`config.mk`:
```
export PLATFORM = sky130hd
export DESIGN_NAME = stream_stage_sequencer_flat
export DESIGN_NICKNAME = d
export VERILOG_FILES = /design/src/rtl/stream_stage_sequencer_if.sv /design/src/rtl/stream_stage_sequencer.sv /design/src/flat_wrapper.sv
export SDC_FILE = /design/constraint.sdc
export NUM_CORES = 1
export LEC_CHECK = 0
export BUFFER_PORTS_ARGS = -buffer_cell sky130_fd_sc_hd__buf_2
export CAP_MARGIN = 40
export CORE_MARGIN = 5
export CORE_UTILIZATION = 55
export DETAILED_ROUTE_END_ITERATION = 12
export PLACE_DENSITY = 0.81
export SLEW_MARGIN = 20
export SYNTH_ARGS = -nofsm -noshare
export SYNTH_HDL_FRONTEND = slang
export SYNTH_SLANG_ARGS = --single-unit
```
`constraint.sdc`:
```
create_clock -name ap_clk -period 4.9 [get_ports ap_clk]
set_input_delay 0.245 -clock ap_clk [delete_from_list [all_inputs] [get_ports ap_clk]]
set_output_delay 0.245 -clock ap_clk [all_outputs]
set_load 0.05 [all_outputs]
```
`src/rtl/stream_stage_sequencer_if.sv`:
```
// Handshake, stream-routing and status bundle between the stage sequencer and its surroundings.
// master = sequencer side, slave = kernel/stage/environment side.
interface stream_stage_sequencer_if #(
    parameter int CNT_W = 32
);
    logic             ap_start;
    logic             ap_done;
    logic             ap_ready;
    logic             ap_idle;
    logic             s0_ap_start;
    logic             s0_ap_done;
    logic             s1_ap_start;
    logic             s1_ap_done;
    logic             in_s_TVALID;
    logic             in_s_TREADY;
    logic             s0_in_TVALID;
    logic             s0_in_TREADY;
    logic             s1_in_TVALID;
    logic             s1_in_TREADY;
    logic [CNT_W-1:0] beat0_cnt;
    logic [CNT_W-1:0] beat1_cnt;
    logic             stall_err;
    logic             beat_err;

    modport master (
        input  ap_start, s0_ap_done, s1_ap_done,
        input  in_s_TVALID, s0_in_TREADY, s1_in_TREADY,
        output ap_done, ap_ready, ap_idle, s0_ap_start, s1_ap_start,
        output in_s_TREADY, s0_in_TVALID, s1_in_TVALID,
        output beat0_cnt, beat1_cnt, stall_err, beat_err
    );

    modport slave (
        output ap_start, s0_ap_done, s1_ap_done,
        output in_s_TVALID, s0_in_TREADY, s1_in_TREADY,
        input  ap_done, ap_ready, ap_idle, s0_ap_start, s1_ap_start,
        input  in_s_TREADY, s0_in_TVALID, s1_in_TVALID,
        input  beat0_cnt, beat1_cnt, stall_err, beat_err
    );
endinterface

```
`src/rtl/stream_stage_sequencer.sv`:
```
// Two-stage kernel sequencer IDLE->S0->GAP->S1->FIN sharing in_s; starts/done/idle registered, stage start one cycle after ap_start.
// Backpressure: in_s_TREADY mirrors only the active stage's TREADY (0 otherwise); SEQ_BEAT_CHECK_EN builds the beat-count check.
module stream_stage_sequencer #(
    parameter int CNT_W       = 32,
    parameter int STALL_LIMIT = 1024,
    parameter int EXP_BEATS0  = 256,
    parameter int EXP_BEATS1  = 64
) (
    input  logic                      ap_clk,
    input  logic                      ap_rst,
    stream_stage_sequencer_if.master  io
);

    if (STALL_LIMIT < 1 || EXP_BEATS0 < 0 || EXP_BEATS1 < 0) begin : g_param_chk
        $error("stream_stage_sequencer: STALL_LIMIT must be >= 1 and expected beat counts non-negative");
    end

    typedef enum logic [2:0] {
        ST_IDLE,
        ST_S0,
        ST_GAP,
        ST_S1,
        ST_FIN
    } state_t;

    localparam logic [CNT_W-1:0] STALL_LIM_C = CNT_W'(STALL_LIMIT);
    localparam logic [CNT_W-1:0] CNT_MAX_C   = {CNT_W{1'b1}};

    state_t           state_q, state_d;
    logic [CNT_W-1:0] cnt0_q, cnt0_d;
    logic [CNT_W-1:0] cnt1_q, cnt1_d;
    logic [CNT_W-1:0] wd_q, wd_d;
    logic             stall_q, stall_d;
    logic             s0_start_q, s1_start_q, done_q, idle_q;

    logic             in_s0, in_s1;
    logic             act_rdy, beat_acc, starved;
    logic             start_acc, leave;

    // Stream routing is a pure decode of the state register.
    always_comb begin
        in_s0           = (state_q == ST_S0);
        in_s1           = (state_q == ST_S1);
        io.s0_in_TVALID = in_s0 & io.in_s_TVALID;
        io.s1_in_TVALID = in_s1 & io.in_s_TVALID;
        act_rdy         = (in_s0 & io.s0_in_TREADY) | (in_s1 & io.s1_in_TREADY);
        io.in_s_TREADY  = act_rdy;
        beat_acc        = io.in_s_TVALID & act_rdy;
        starved         = act_rdy & ~io.in_s_TVALID;
    end

    always_comb begin
        state_d   = state_q;
        start_acc = 1'b0;
        case (state_q)
            ST_IDLE: begin
                if (io.ap_start) begin
                    state_d   = ST_S0;
                    start_acc = 1'b1;
                end
            end
            ST_S0:   if (io.s0_ap_done) state_d = ST_GAP;
            ST_GAP:  state_d = ST_S1;
            ST_S1:   if (io.s1_ap_done) state_d = ST_FIN;
            ST_FIN:  state_d = ST_IDLE;
            default: state_d = ST_IDLE;
        endcase
        leave = (state_d != state_q);
    end

    always_comb begin
        cnt0_d = cnt0_q;
        cnt1_d = cnt1_q;
        if (start_acc) begin
            cnt0_d = '0;
            cnt1_d = '0;
        end else begin
            if (beat_acc && in_s0 && cnt0_q != CNT_MAX_C) cnt0_d = cnt0_q + 1'b1;
            if (beat_acc && in_s1 && cnt1_q != CNT_MAX_C) cnt1_d = cnt1_q + 1'b1;
        end
    end

    // The error flag is judged on the incremented count before any state-change clear,
    // so a limit reached on a stage's last cycle is still reported.
    always_comb begin
        wd_d    = '0;
        stall_d = stall_q;
        if (start_acc) begin
            stall_d = 1'b0;
        end else if (starved) begin
            if (wd_q >= STALL_LIM_C - 1'b1) stall_d = 1'b1;
            wd_d = (wd_q >= STALL_LIM_C) ? wd_q : wd_q + 1'b1;
        end
        if (leave) wd_d = '0;
    end

    always_ff @(posedge ap_clk or posedge ap_rst) begin
        if (ap_rst) begin
            state_q    <= ST_IDLE;
            cnt0_q     <= '0;
            cnt1_q     <= '0;
            wd_q       <= '0;
            stall_q    <= 1'b0;
            s0_start_q <= 1'b0;
            s1_start_q <= 1'b0;
            done_q     <= 1'b0;
            idle_q     <= 1'b1;
        end else begin
            state_q    <= state_d;
            cnt0_q     <= cnt0_d;
            cnt1_q     <= cnt1_d;
            wd_q       <= wd_d;
            stall_q    <= stall_d;
            s0_start_q <= (state_d == ST_S0);
            s1_start_q <= (state_d == ST_S1);
            done_q     <= (state_d == ST_FIN);
            idle_q     <= (state_d == ST_IDLE);
        end
    end

`ifdef SEQ_BEAT_CHECK_EN
    localparam logic [CNT_W-1:0] EXP0_C = CNT_W'(EXP_BEATS0);
    localparam logic [CNT_W-1:0] EXP1_C = CNT_W'(EXP_BEATS1);

    logic berr_q, berr_d;

    // cnt*_d already includes a beat accepted in the done cycle.
    always_comb begin
        berr_d = berr_q;
        if (start_acc) begin
            berr_d = 1'b0;
        end else begin
            if (in_s0 && io.s0_ap_done && cnt0_d != EXP0_C) berr_d = 1'b1;
            if (in_s1 && io.s1_ap_done && cnt1_d != EXP1_C) berr_d = 1'b1;
        end
    end

    always_ff @(posedge ap_clk or posedge ap_rst) begin
        if (ap_rst) berr_q <= 1'b0;
        else        berr_q <= berr_d;
    end

    assign io.beat_err = berr_q;
`else
    assign io.beat_err = 1'b0;
`endif

    assign io.s0_ap_start = s0_start_q;
    assign io.s1_ap_start = s1_start_q;
    assign io.ap_done     = done_q;
    assign io.ap_ready    = done_q;
    assign io.ap_idle     = idle_q;
    assign io.beat0_cnt   = cnt0_q;
    assign io.beat1_cnt   = cnt1_q;
    assign io.stall_err   = stall_q;

endmodule

```
`src/flat_wrapper.sv`:
```
// flat-port wrapper written by rule: the top's interface ports become plain ports
module stream_stage_sequencer_flat 
#(
    parameter int CNT_W       = 32,
    parameter int STALL_LIMIT = 1024,
    parameter int EXP_BEATS0  = 256,
    parameter int EXP_BEATS1  = 64
)
  (ap_clk, ap_rst, io_ap_start, io_s0_ap_done, io_s1_ap_done, io_in_s_TVALID, io_s0_in_TREADY, io_s1_in_TREADY, io_ap_done, io_ap_ready, io_ap_idle, io_s0_ap_start, io_s1_ap_start, io_in_s_TREADY, io_s0_in_TVALID, io_s1_in_TVALID, io_beat0_cnt, io_beat1_cnt, io_stall_err, io_beat_err);
  stream_stage_sequencer_if #(.CNT_W(CNT_W)) io_i ();
  input  logic ap_clk;
  input  logic ap_rst;
  input wire logic [$bits(io_i.ap_start)-1:0] io_ap_start;
  input wire logic [$bits(io_i.s0_ap_done)-1:0] io_s0_ap_done;
  input wire logic [$bits(io_i.s1_ap_done)-1:0] io_s1_ap_done;
  input wire logic [$bits(io_i.in_s_TVALID)-1:0] io_in_s_TVALID;
  input wire logic [$bits(io_i.s0_in_TREADY)-1:0] io_s0_in_TREADY;
  input wire logic [$bits(io_i.s1_in_TREADY)-1:0] io_s1_in_TREADY;
  output wire logic [$bits(io_i.ap_done)-1:0] io_ap_done;
  output wire logic [$bits(io_i.ap_ready)-1:0] io_ap_ready;
  output wire logic [$bits(io_i.ap_idle)-1:0] io_ap_idle;
  output wire logic [$bits(io_i.s0_ap_start)-1:0] io_s0_ap_start;
  output wire logic [$bits(io_i.s1_ap_start)-1:0] io_s1_ap_start;
  output wire logic [$bits(io_i.in_s_TREADY)-1:0] io_in_s_TREADY;
  output wire logic [$bits(io_i.s0_in_TVALID)-1:0] io_s0_in_TVALID;
  output wire logic [$bits(io_i.s1_in_TVALID)-1:0] io_s1_in_TVALID;
  output wire logic [$bits(io_i.beat0_cnt)-1:0] io_beat0_cnt;
  output wire logic [$bits(io_i.beat1_cnt)-1:0] io_beat1_cnt;
  output wire logic [$bits(io_i.stall_err)-1:0] io_stall_err;
  output wire logic [$bits(io_i.beat_err)-1:0] io_beat_err;
  assign io_i.ap_start = io_ap_start;
  assign io_i.s0_ap_done = io_s0_ap_done;
  assign io_i.s1_ap_done = io_s1_ap_done;
  assign io_i.in_s_TVALID = io_in_s_TVALID;
  assign io_i.s0_in_TREADY = io_s0_in_TREADY;
  assign io_i.s1_in_TREADY = io_s1_in_TREADY;
  assign io_ap_done = io_i.ap_done;
  assign io_ap_ready = io_i.ap_ready;
  assign io_ap_idle = io_i.ap_idle;
  assign io_s0_ap_start = io_i.s0_ap_start;
  assign io_s1_ap_start = io_i.s1_ap_start;
  assign io_in_s_TREADY = io_i.in_s_TREADY;
  assign io_s0_in_TVALID = io_i.s0_in_TVALID;
  assign io_s1_in_TVALID = io_i.s1_in_TVALID;
  assign io_beat0_cnt = io_i.beat0_cnt;
  assign io_beat1_cnt = io_i.beat1_cnt;
  assign io_stall_err = io_i.stall_err;
  assign io_beat_err = io_i.beat_err;
  stream_stage_sequencer #(.CNT_W(CNT_W), .STALL_LIMIT(STALL_LIMIT), .EXP_BEATS0(EXP_BEATS0), .EXP_BEATS1(EXP_BEATS1)) u_core (.ap_clk(ap_clk), .ap_rst(ap_rst), .io(io_i));
endmodule
```
# Word-level counts from Yosys, hierarchy flattened
# Index checks and enable logic that the tools add are counted.
# Widths: inputs -> output; s select.
# word_totals
regBits	104
input_bits	8
out_inout_bits	74
word_cells	60
# op_classes
add_sub_neg	3
magnitude_cmp	2
n_eq_ne	10
n_mux	17
bitwise_logic	8
n_reduce_logical	11
# op_table
operator	count
$mux 32	8
$add 32x1->32 const B	3
$ne 32x32->1 const B	2
$ge 32x10->1 const B	1
$ge 32x11->1 const B	1
$pmux 3 s4	1
$eq 3x2->1 const B	3
$mux 3	3
$reduce_bool 2->1	4
$and 1x1->1	6
$eq 3x1->1 const B	2
$logic_not 3->1	2
$mux 1	5
$logic_and 1x1->1	4
$ne 4x4->1 const B	1
$eq 3x3->1 const B	1
$ne 3x3->1	1
$reduce_and 2->1	1
$not 1->1	1
$or 1x1->1	1

# Longest topological paths before layout
# Gate-level depths: netlist of the first run.
# depth
ltp_word	8
depth_mapped	9
depth_no_buf	6

# Worst setup path before layout of the first run
# No wires, ideal clock.
# synth_timing
path_type	reg2reg
start	register u_core.state_q[1]
end	register u_core.wd_q[0]
setup_time_ns	0.072
arrival_ns	2.729
required_ns	4.828
path_slack_ns	2.099
stages_incl_launch_ff	8
path_buffers	2
synth_period_minus_slack_ns	2.801
cell_sequence	dfrtp_1 > buf_2 > mux2i_1 > nor3b_1 > nand2b_1 > or3_1 > clkbuf_1 > nor2_1
# synth_via
elab_chain_len	7
elab_cells_between_ends	18
classes_between	eq/ne (5); mux (8); bitwise (4); reduce/logical (1)
# synth_rtl
element	line	text
start: declaration	stream_stage_sequencer.sv:29	state_t state_q, state_d;
start signal: assignment	stream_stage_sequencer.sv:109	state_q <= state_d;
$eq 3x1->1 / $eq 3x2->1 (equally long branches)	stream_stage_sequencer.sv:42, stream_stage_sequencer.sv:43	
$and 1x1->1	stream_stage_sequencer.sv:46	act_rdy = (in_s0 & io.s0_in_TREADY) | (in_s1 & io.s1_in_TREADY);
$or 1x1->1 (*)	stream_stage_sequencer.sv:46	
net io_in_s_TREADY	flat_wrapper.sv:24	output wire logic [$bits(io_i.in_s_TREADY)-1:0] io_in_s_TREADY;
$and 1x1->1 (*)	stream_stage_sequencer.sv:49	starved = act_rdy & ~io.in_s_TVALID;
$mux 32	stream_stage_sequencer.sv:90	end else if (starved) begin
$mux 32	stream_stage_sequencer.sv:88	if (start_acc) begin
$mux 32	stream_stage_sequencer.sv:94	if (leave) wd_d = '0;
end signal: assignment	stream_stage_sequencer.sv:112	wd_q <= wd_d;
end: declaration	stream_stage_sequencer.sv:32	logic [CNT_W-1:0] wd_q, wd_d;
# The timed path passes the listed nets; every way through them passes the cells marked *.
# A chain may end at the register's enable or synchronous reset.

# Final worst setup path of the first run
# layout_timing
start	register u_core.cnt1_q[0], in the netlist u_core.io.beat1_cnt[0]
end	register u_core.cnt1_q[5], in the netlist u_core.io.beat1_cnt[5]
# layout_via
elab_chain_len	3
elab_cells_between_ends	6
classes_between	add/sub (1); eq/ne (1); mux (2); reduce/logical (2)
# layout_rtl
element	line	text
start: declaration	stream_stage_sequencer.sv:31	logic [CNT_W-1:0] cnt1_q, cnt1_d;
start signal: assignment	stream_stage_sequencer.sv:111	cnt1_q <= cnt1_d;
$add 32x1->32 / $ne 32x32->1 (equally long branches)	stream_stage_sequencer.sv:79	if (beat_acc && in_s1 && cnt1_q != CNT_MAX_C) cnt1_d = cnt1_q + 1'b1;
$mux 32 / $logic_and 1x1->1 (equally long branches)	stream_stage_sequencer.sv:79	
$mux 32 / $reduce_bool 2->1 (equally long branches)	--	
# Parallel ways exist; a longest one is shown, timed or not. The select of a mux whose other input is x is not followed.

==> results of run 1 <==
[worst max-delay path, stage by stage, from the launching register on]
cell and delay [ns]:
sky130_fd_sc_hd__dfrtp_1 0.45, sky130_fd_sc_hd__ha_1 0.27, sky130_fd_sc_hd__nand4_4 0.17, sky130_fd_sc_hd__or3_1 0.49, sky130_fd_sc_hd__o31ai_2 0.63, sky130_fd_sc_hd__buf_4 0.29, sky130_fd_sc_hd__o21ai_0 0.11, sky130_fd_sc_hd__a21oi_1 0.15
[per-layer routing]
layer | part of all wire [%] | vias to the layer above | track usage [%]
met2 | 49 | 151 | 35.2
met1 | 43 | 2214 | 29.3
met3 | 6.3 | 22 | 4.62
met4 | 1.8 | 0 | 6.94
met5 | 0 | - | 0
li1 | - | 2164 | -
[synth_stat cells (2+ instances only)]
cell	instances	area, sq um
sky130_fd_sc_hd__a211oi_1	2	15.0
sky130_fd_sc_hd__a21oi_1	37	185
sky130_fd_sc_hd__a31oi_1	2	12.5
sky130_fd_sc_hd__and2_1	25	156
sky130_fd_sc_hd__and3_1	8	50.1
sky130_fd_sc_hd__and3_2	2	15.0
sky130_fd_sc_hd__and4_1	2	17.5
sky130_fd_sc_hd__and4b_1	2	20.0
sky130_fd_sc_hd__buf_2	8	40.0
sky130_fd_sc_hd__buf_4	4	30.0
sky130_fd_sc_hd__buf_6	2	22.5
sky130_fd_sc_hd__clkbuf_1	12	45.0
sky130_fd_sc_hd__dfrtp_1	103	2580
sky130_fd_sc_hd__ha_1	4	50.1
sky130_fd_sc_hd__inv_1	15	56.3
sky130_fd_sc_hd__mux2i_1	11	110
sky130_fd_sc_hd__nand2_1	44	165
sky130_fd_sc_hd__nand2b_1	9	56.3
sky130_fd_sc_hd__nand3_1	29	145
sky130_fd_sc_hd__nand4_1	25	156
sky130_fd_sc_hd__nor2_1	26	97.6
sky130_fd_sc_hd__nor3_1	13	65.1
sky130_fd_sc_hd__nor4_1	17	106
sky130_fd_sc_hd__o211ai_1	7	52.6
sky130_fd_sc_hd__o21a_1	2	15.0
sky130_fd_sc_hd__o21ai_0	26	130
sky130_fd_sc_hd__o311ai_0	2	17.5
sky130_fd_sc_hd__o31a_1	2	17.5
sky130_fd_sc_hd__o31ai_1	20	150
sky130_fd_sc_hd__or2_2	3	18.8
sky130_fd_sc_hd__or3_1	22	138
sky130_fd_sc_hd__or4_1	17	128
sky130_fd_sc_hd__or4_2	3	26.3
sky130_fd_sc_hd__or4_4	2	22.5
sky130_fd_sc_hd__or4b_2	3	30.0
sky130_fd_sc_hd__xnor2_1	13	114
[cells by family (layout without fill, tap and decap cells)]
| logic type | count (synthesis) | in the layout | share of synthesized area [%] |
|---|---|---|---|
| AOI/OAI and AO/OA | 103 | 103 | 11.8 |
| xor gates and xnor gates | 14 | 14 | 2.33 |
| buffers and inverters | 41 | 120 | 3.68 |
| and+or+nand+nor | 264 | 264 | 29.7 |
| adders and majority gates | 4 | 4 | 0.949 |
| other | 1 | 1 | 0.0711 |
| DFF | 104 | 104 | 49.4 |
| muxes | 11 | 11 | 2.09 |
[worst paths after layout]
kind	endpoint	slack, ns	depth (start not counted)	start
max in group asynchronous	u_core.io.ap_idle	3.51	5	ap_rst
max reg2reg	u_core.io.beat1_cnt[5]	2.26	7	u_core.io.beat1_cnt[0]
max	u_core.io.beat1_cnt[5]	2.26	7	u_core.io.beat1_cnt[0]
min reg2reg	u_core.wd_q[27]	0.49	1	u_core.wd_q[27]
min in group asynchronous	u_core.io.beat0_cnt[21]	0.45	3	ap_rst
min	u_core.io.s0_ap_start	0.09	2	io_s0_ap_done
[state kept, by name (all words and copies together) (netlist names)]
register / count
u_core.io.ap_done: 1
u_core.io.ap_idle: 1
u_core.io.beat0_cnt: 32
u_core.io.beat1_cnt: 32
u_core.io.s0_ap_start: 1
u_core.io.s1_ap_start: 1
u_core.io.stall_err: 1
u_core.state_q: 3
u_core.wd_q: 32
[per-stage QoR]
stage / power [mW] / hold WS, ns / setup WS (ns)
detailed placement: 1.40 / 0.318 / 2.34
global placement: 1.39 / 0.321 / 2.22
CTS: 1.94 / 0.0776 / 2.30
finish: 1.93 / 0.0850 / 2.26
global route: 2.02 / 0.0716 / 2.00
floorplan: 1.30 / 0.342 / 1.92
[power groups by stage]
stage	Clock, mW	Sequential, mW	Combinational [mW]
detailed placement	0	0.975	0.429
CTS	0.553	0.958	0.432
finish	0.545	0.958	0.428
global placement	0	0.968	0.420
floorplan	0	1.04	0.265
global route	0.591	0.966	0.466
[area by class of cell]
cell class / instances / area [sq um]
tap: 129 / 161
timing repair buffer: 89 / 488
multi-input combinational: 397 / 2490
inverter: 15 / 58.8
clock inverter: 6 / 68.8
fill: 784 / 3280
sequential: 104 / 2600
clock buffer: 10 / 128
[timing repair]
action,in CTS,in global routing
buffers inserted,0,0
hold buffers,1,0
hold endpoints to repair,39,0
==> flow_summary.ini, run 1 <==
[status]
status = finished clean

[clocking]
clkSlewWorstSetupHoldPaths_ns = 0.11
cts_root_buf = sky130_fd_sc_hd__clkbuf_8
clockBufferDepth = 2
cts.sink_count = 104
cts-buffers-inserted = 9
clock_tree.htree_level_count = 3
post_cts.resized_instances = 0
clock_latency_at_the_later_pin_of_the_worst_skew_pair_ns = 0.38
tritoncts = built

[layout]
final_nets = 628
most_common_cell_after_layout_fill_and_taps_aside = sky130_fd_sc_hd__dfrtp_1
synthToLayoutAreaGrowth_pct = 13.8
finish.cell_count_without_fillers = 750
stdcell_area_sq_um = 6000
antenna_fix_cells = 0
final_core_util_pct = 64.6
layout_common_cells = 103 x sky130_fd_sc_hd__dfrtp_1, 81 x sky130_fd_sc_hd__buf_2, 44 x sky130_fd_sc_hd__nand2_1
share_of_layout_cells_above_drive_strength_1_pct = 20.6

[timing]
final_cycle_utilization_of_the_critical_path_pct = 53.8
max-slew-margin-rel_pct = 50.4
maxSlewViolCount = 0
setup_viol_count_final = 0
final.min_clock_period_ns = 2.64
skew_ns = 0.0180
timing.fmax_mhz = 379
finalSetupTns_ns = 0
timing_worst_slew_pin_value_ns = 0.741
report.final.hold_viol_count = 0
rsz_0062_raised_after_global_routing = no

[logic_synthesis]
yosys_register_bits = 104
synth_area_per_cell_sq_um = 9.73
yosys_warnings = 0
synth_ff_type = sky130_fd_sc_hd__dfrtp_1
mappedNetlistArea_sq_um = 5270
async_set_or_reset_register_ratio_after_synthesis_pct = 100
synth.net_count = 554
yosysSeqAreaShare_pct = 49.4
synth-edff-count = 0
postSynthCellCount = 542
netlist-cell-type-count = 54

[route]
dr.pass1.iters = 5
post-route-drc-count = 0
finalWirelength_mm = 12.2
drt_iter0_markers = 241
avgViaCountPerCell = 6.07
vias = 4551
route.antenna.remaining_nets = 0
post_drt_wl_per_cell_um = 16.2

[power]
net_switching_fraction_of_the_power_pct = 35.4
sequentialPowerShare_pct = 49.6
power.leakage_nw = 2.73
power.density_cell_area_nw_per_um2 = 322
p_sw_mw = 0.684
comb_power_share_pct = 22.2
clock_power_share_pct = 28.2
int_power_mw = 1.25
max-vdd-ir-drop_mv = 0.168

[floorplanning]
area_of_the_die_sq_um = 11600
core_sq_um = 9280
start_util_pct = 56.8
rows = 35
die-height_um = 108
dieWidth_um = 108
ios = 82

[job]
timing.max_cap.violations = 0

[global_routing]
grt_antenna_before_repair = 0
largest_net_degree_at_the_start_of_global_routing = 66
gr-total-overflow = 0
first_pass_grt_wire_length_mm = 20.7
track_usage_pct = 21.7
first_global_vias = 4389

[worst_hold_path]
min_path_type = in2reg

[critical_path]
critical_path_required_ns = 5.19
timing_worst_setup_path_type = reg2reg
critical_path.max_fanout = 13
arrival_ns = 2.93
setup.worst_path.start_class = flop
endpoint_kind = flop

[placed_design]
gp_routability_congestion = 0.828
placement.cell_area_sq_um = 5770
dpl.cell_count = 732
port_buffers = 80
place_hpwl_mm = 8.55
No activity file was read; power rests on OpenSTA's default activity.
==> inputs of run 2 (changes only) <==
Clock period 4.9 ns to 2.48 ns, I/O delays scaled along.
==> run 2 against run 1 <==
  * Worst hold slack better by 0.0097 ns
  * Power up 100%
  * Largest power group unchanged
  * Sequential share of layout area down 0.98 points
  * Flip-flop and latch count unchanged
  * Via count up 1.3%
  * Core utilization up 2.1 points
  * Global-route usage up 0.74 points
  * Critical path depth down 2
  * Die area unchanged
  * First-iteration DRC count up 42%
  * Clock power up 100%
  * Highest routed layer unchanged
  * Final cell count up 2.4%
==> flow_summary.ini, run 2 (same netlist as run 1, synthesis figures left out) <==
[route]
dr.pass1.iters = 6
finalWirelength_mm = 12.4
post_drt_wl_per_cell_um = 16.2
drt_iter0_markers = 343
post-route-drc-count = 0
route.antenna.remaining_nets = 0
vias = 4611
avgViaCountPerCell = 6.00

[critical_path]
worstPathCellList = nand3_1 -> or2_2 -> or4_4 -> or4b_1 -> mux2i_1
critical_path.slowest_cell = sky130_fd_sc_hd__or4_4
arrival_ns = 2.54
timing_worst_setup_path_type = reg2reg
critical_path.max_fanout = 7
worstSetupEndpoint = u_core.io.beat1_cnt[31]
reg2reg_to = u_core.io.beat1_cnt[31]
endpoint_kind = flop
rrSetupSlack_ns = 0.20
critical_path_required_ns = 2.74
setup.worst_path.start_class = flop
worst_setup_path_startpoint = u_core.io.beat1_cnt[5]
max_stage_delay_ns = 0.55
worst_r2r_path_depth = 5
start_of_the_worst_register_to_register_path = u_core.io.beat1_cnt[5]

[clocking]
tritoncts = built
cts-buffers-inserted = 9
clock_tree.htree_level_count = 3
cts_root_buf = sky130_fd_sc_hd__clkbuf_8
clock_latency_at_the_later_pin_of_the_worst_skew_pair_ns = 0.37
clkSlewWorstSetupHoldPaths_ns = 0.11
cts.sink_count = 104
post_cts.resized_instances = 0
clockBufferDepth = 2

[layout]
most_common_cell_after_layout_fill_and_taps_aside = sky130_fd_sc_hd__dfrtp_1
finish.cell_count_without_fillers = 768
layout_common_cells = 83 x sky130_fd_sc_hd__dfrtp_1, 80 x sky130_fd_sc_hd__buf_2, 44 x sky130_fd_sc_hd__nand2_1
synthToLayoutAreaGrowth_pct = 17.5
share_of_layout_cells_above_drive_strength_1_pct = 26.1
num-fill-cells = 754
final_nets = 646
antenna_fix_cells = 0

[global_routing]
largest_net_degree_at_the_start_of_global_routing = 62
grt_antenna_before_repair = 0
gr-total-overflow = 0
first_pass_grt_wire_length_mm = 21.3
track_usage_pct = 22.5
first_global_vias = 4532

[timing]
maxSlewViolCount = 0
finalWorstSetupSlack_ns = 0.203
max-slew-margin-rel_pct = 61.1
report.final.hold_viol_count = 0
timing_worst_slew_pin_value_ns = 0.579
skew_ns = 0.0126
setup_viol_count_final = 0
timing.fmax_mhz = 439
finalSetupTns_ns = 0
rsz_0062_raised_after_global_routing = no
final.min_clock_period_ns = 2.28
final_cycle_utilization_of_the_critical_path_pct = 91.8

[job]
timing.max_cap.violations = 0

[floorplanning]
ios = 82
dieWidth_um = 108
core_sq_um = 9280
rows = 35
start_util_pct = 56.8
die-height_um = 108
area_of_the_die_sq_um = 11600

[power]
total_power_mw = 3.91
power.leakage_nw = 2.79
max-vdd-ir-drop_mv = 0.320
power.density_cell_area_nw_per_um2 = 631

[placed_design]
dp_slack_ns = 0.231
dpl.cell_count = 748
gp_routability_congestion = 0.843
port_buffers = 80
place_hpwl_mm = 8.83

[status]
status = finished clean

[worst_hold_path]
min_path_type = in2reg
[run 2: what timing repair did]
action                                 CTS  global route
endpoints found under the hold margin   44             0
buffers inserted                         0             0
hold buffers                             3             0
[run 2: power by group]
part	switching [mW]	internal, mW	total (mW)
Combinational	0.692	0.268	0.959
Sequential	0.0765	1.78	1.86
Clock	0.612	0.479	1.09
Total	1.38	2.53	3.91
[run 2: worst min path at each step]
stage | from | to | slack [ns] | depth (start not counted)
2_1_floorplan | io_s0_ap_done | u_core.io.s0_ap_start | 0.22 | 1
3_3_place_gp | ap_rst | u_core.wd_q[6] | 0.31 | 3
3_5_place_dp | ap_rst | u_core.wd_q[5] | 0.33 | 3
4_1_cts | io_ap_start | u_core.io.s0_ap_start | 0.05 | 3
5_1_grt | io_ap_start | u_core.io.s0_ap_start | 0.10 | 3
6_report | io_ap_start | u_core.io.s0_ap_start | 0.09 | 3
[run 2: routing by layer]
layer | global-route usage, % | up-vias | share of wire [%]
li1 | - | 2189 | -
met1 | 30.4 | 2257 | 44
met2 | 36.3 | 144 | 48
met3 | 4.38 | 21 | 5.8
met4 | 7.94 | 0 | 1.9
met5 | 0 | - | 0
[run 2: area by class of cell]
cell class,count,area (sq um),area share (%)
Multi-Input combinational cell,397,2510,40.5
Timing Repair Buffer,107,636,10.3
Clock buffer,9,124,2.00
Sequential cell,104,2630,42.4
Clock inverter,7,78.8,1.27
Tap cell,129,161,2.60
Inverter,15,60.1,0.969
[run 2: worst max-delay path: cells and delay by family (launching register included)]
kind	cells	cell delay [ns]
muxes	1	0.13
and+or+nand+nor	4	1.62
DFF	1	0.42
[run 2: stage by stage]
| step | cell area [sq um] | hold slack, ns | util, % |
|---|---|---|---|
| finish | 6200 | 0.0948 | 66.8 |
| global route | 6200 | 0.101 | 66.8 |
| CTS | 6180 | 0.0480 | 66.5 |
| detailed placement | 5940 | 0.328 | 64.0 |
| global placement | 5940 | 0.315 | 64.0 |
| floorplan | 5320 | 0.221 | - |
==> inputs of run 3 (changes only) <==
Settings changed: CORE_UTILIZATION 55 to 50, PLACE_DENSITY 0.81 to 0.75.
==> run 3 against run 2 <==
  * Worst setup slack lost 0.051 ns
  * Final cell count grew 0.39%
  * Sequential share of layout area shrank 0.33 points
  * Routed wire length grew 7.4%
  * Die area grew 9.1%
  * Final area grew 0.79%
  * Power grew 6.0%
  * Global-route usage shrank 0.57 points
  * Register-to-register slack lost 0.05 ns
  * Core utilization shrank 6.3 points
  * Clock skew shrank 0.0046 ns
  * Highest routed layer unchanged
==> flow_summary.ini, run 3 (same netlist as run 1, synthesis figures left out) <==
[route]
post-route-drc-count = 0
vias = 4672
drt_iter0_markers = 428
route.antenna.remaining_nets = 0
post_drt_wl_per_cell_um = 17.3
dr.pass1.iters = 5
finalWirelength_mm = 13.3
avgViaCountPerCell = 6.06

[clocking]
clock_tree.htree_level_count = 3
clkSlewWorstSetupHoldPaths_ns = 0.10
clock_latency_at_the_later_pin_of_the_worst_skew_pair_ns = 0.37
post-cts-setup-buffer-count = 0
cts_root_buf = sky130_fd_sc_hd__clkbuf_8
tritoncts = built
clockBufferDepth = 2
cts.sink_count = 104
cts-buffers-inserted = 9

[global_routing]
largest_net_degree_at_the_start_of_global_routing = 53
first_pass_grt_wire_length_mm = 22.8
first_global_vias = 4693
track_usage_pct = 21.9
grt_antenna_before_repair = 0
gr-total-overflow = 0

[placed_design]
place_hpwl_mm = 9.28
dp_slack_ns = 0.188
placement.cell_area_sq_um = 5960
dpl.cell_count = 752
port_buffers = 80
gp_routability_congestion = 0.900

[timing]
timing_worst_slew_pin_value_ns = 0.700
final_cycle_utilization_of_the_critical_path_pct = 93.9
final.min_clock_period_ns = 2.33
finalWorstSetupSlack_ns = 0.152
setup_viol_count_final = 0
skew_ns = 0.00805
rsz_0062_raised_after_global_routing = no
report.final.hold_viol_count = 0
finalSetupTns_ns = 0
timing.fmax_mhz = 430
max-slew-margin-rel_pct = 53.2
maxSlewViolCount = 0

[power]
power.density_cell_area_nw_per_um2 = 663
int_power_mw = 2.77
sequentialPowerShare_pct = 45.4
p_sw_mw = 1.37
max-vdd-ir-drop_mv = 0.389
net_switching_fraction_of_the_power_pct = 33.1
power.leakage_nw = 2.80
comb_power_share_pct = 22.9
clock_power_share_pct = 31.7

[layout]
stdcell_area_sq_um = 6250
most_common_cell_after_layout_fill_and_taps_aside = sky130_fd_sc_hd__dfrtp_1
final_core_util_pct = 60.5
layout_common_cells = 83 x sky130_fd_sc_hd__dfrtp_1, 80 x sky130_fd_sc_hd__buf_2, 44 x sky130_fd_sc_hd__nand2_1
num-fill-cells = 860
synthToLayoutAreaGrowth_pct = 18.5
final_nets = 642
share_of_layout_cells_above_drive_strength_1_pct = 25.8
finish.cell_count_without_fillers = 771
antenna_fix_cells = 0

[critical_path]
arrival_ns = 2.63
worstPathCellList = ha_4 -> nand4_4 -> or3_1 -> or4_4 -> or4_1 -> a21oi_1
setup.worst_path.start_class = flop
critical_path_required_ns = 2.78
endpoint_kind = flop
critical_path.max_fanout = 9
timing_worst_setup_path_type = reg2reg
critical_path.slowest_cell = sky130_fd_sc_hd__or4_4
max_stage_delay_ns = 0.54

[status]
status = finished clean

[floorplanning]
die-height_um = 113
area_of_the_die_sq_um = 12700
core_sq_um = 10300
ios = 82
start_util_pct = 51.1
rows = 37
dieWidth_um = 113

[job]
timing.max_cap.violations = 0

[worst_hold_path]
min_path_type = in2reg
run 3: cell type report:
type	count	area, sq um	area share [%]
multi-input combinational	397	2510	40.3
tap	136	170	2.72
clock buffer	11	151	2.42
inverter	15	60.1	0.962
timing repair buffer	103	618	9.90
sequential	104	2630	42.1
clock inverter	5	103	1.64
run 3: path summary, 6_finish.rpt:
check	cells after the start	slack, ns	startpoint	to
worst min-delay path	3	0.08	io_ap_start	u_core.io.s0_ap_start
worst max register to register	6	0.15	u_core.io.beat1_cnt[0]	u_core.io.beat1_cnt[28]
worst max-delay path	6	0.15	u_core.io.beat1_cnt[0]	u_core.io.beat1_cnt[28]
worst min register to register	1	0.50	u_core.wd_q[26]	u_core.wd_q[26]
max in group asynchronous	4	1.31	ap_rst	u_core.io.beat1_cnt[1]
min in group asynchronous	3	0.39	ap_rst	u_core.io.beat1_cnt[26]
run 3: power by group through the flow:
stage | registers (mW) | clock network (mW) | logic, mW
finish | 1.88 | 1.31 | 0.949
CTS | 1.88 | 1.34 | 0.958
global placement | 1.90 | 0 | 0.930
floorplan | 2.06 | 0 | 0.533
global route | 1.89 | 1.40 | 1.04
detailed placement | 1.91 | 0 | 0.951
run 3: repair_timing:
item	in CTS	in global routing
hold endpoints to repair	30	0
hold buffers	3	0
gates resized for setup	0	1
endpoints found under the setup margin	0	2
run 3: per-layer routing:
| layer | part of all wire (%) | GRT usage, % | routed length [um] | vias to the layer above |
|---|---|---|---|---|
| met5 | 0 | 0 | 0 | - |
| met4 | 3.4 | 10.7 | 456 | 0 |
| met3 | 5.2 | 3.58 | 699 | 36 |
| met2 | 49 | 35.5 | 6580 | 168 |
| met1 | 42 | 28.6 | 5580 | 2280 |
| li1 | - | - | - | 2188 |
run 3: worst max-delay path, delay by kind of cell (launching register included):
family	cells	cell delay, ns
AOI/OAI and AO/OA	1	0.15
adders and majority gates	1	0.17
DFF	1	0.43
and+or+nand+nor	4	1.52
run 3: stage by stage:
stage / total power [mW] / hold slack (ns)
4_1_cts: 4.18 / 0.0620
3_5_place_dp: 2.86 / 0.262
5_1_grt: 4.33 / 0.128
3_3_place_gp: 2.83 / 0.251
2_1_floorplan: 2.60 / 0.221
6_report: 4.14 / 0.0779
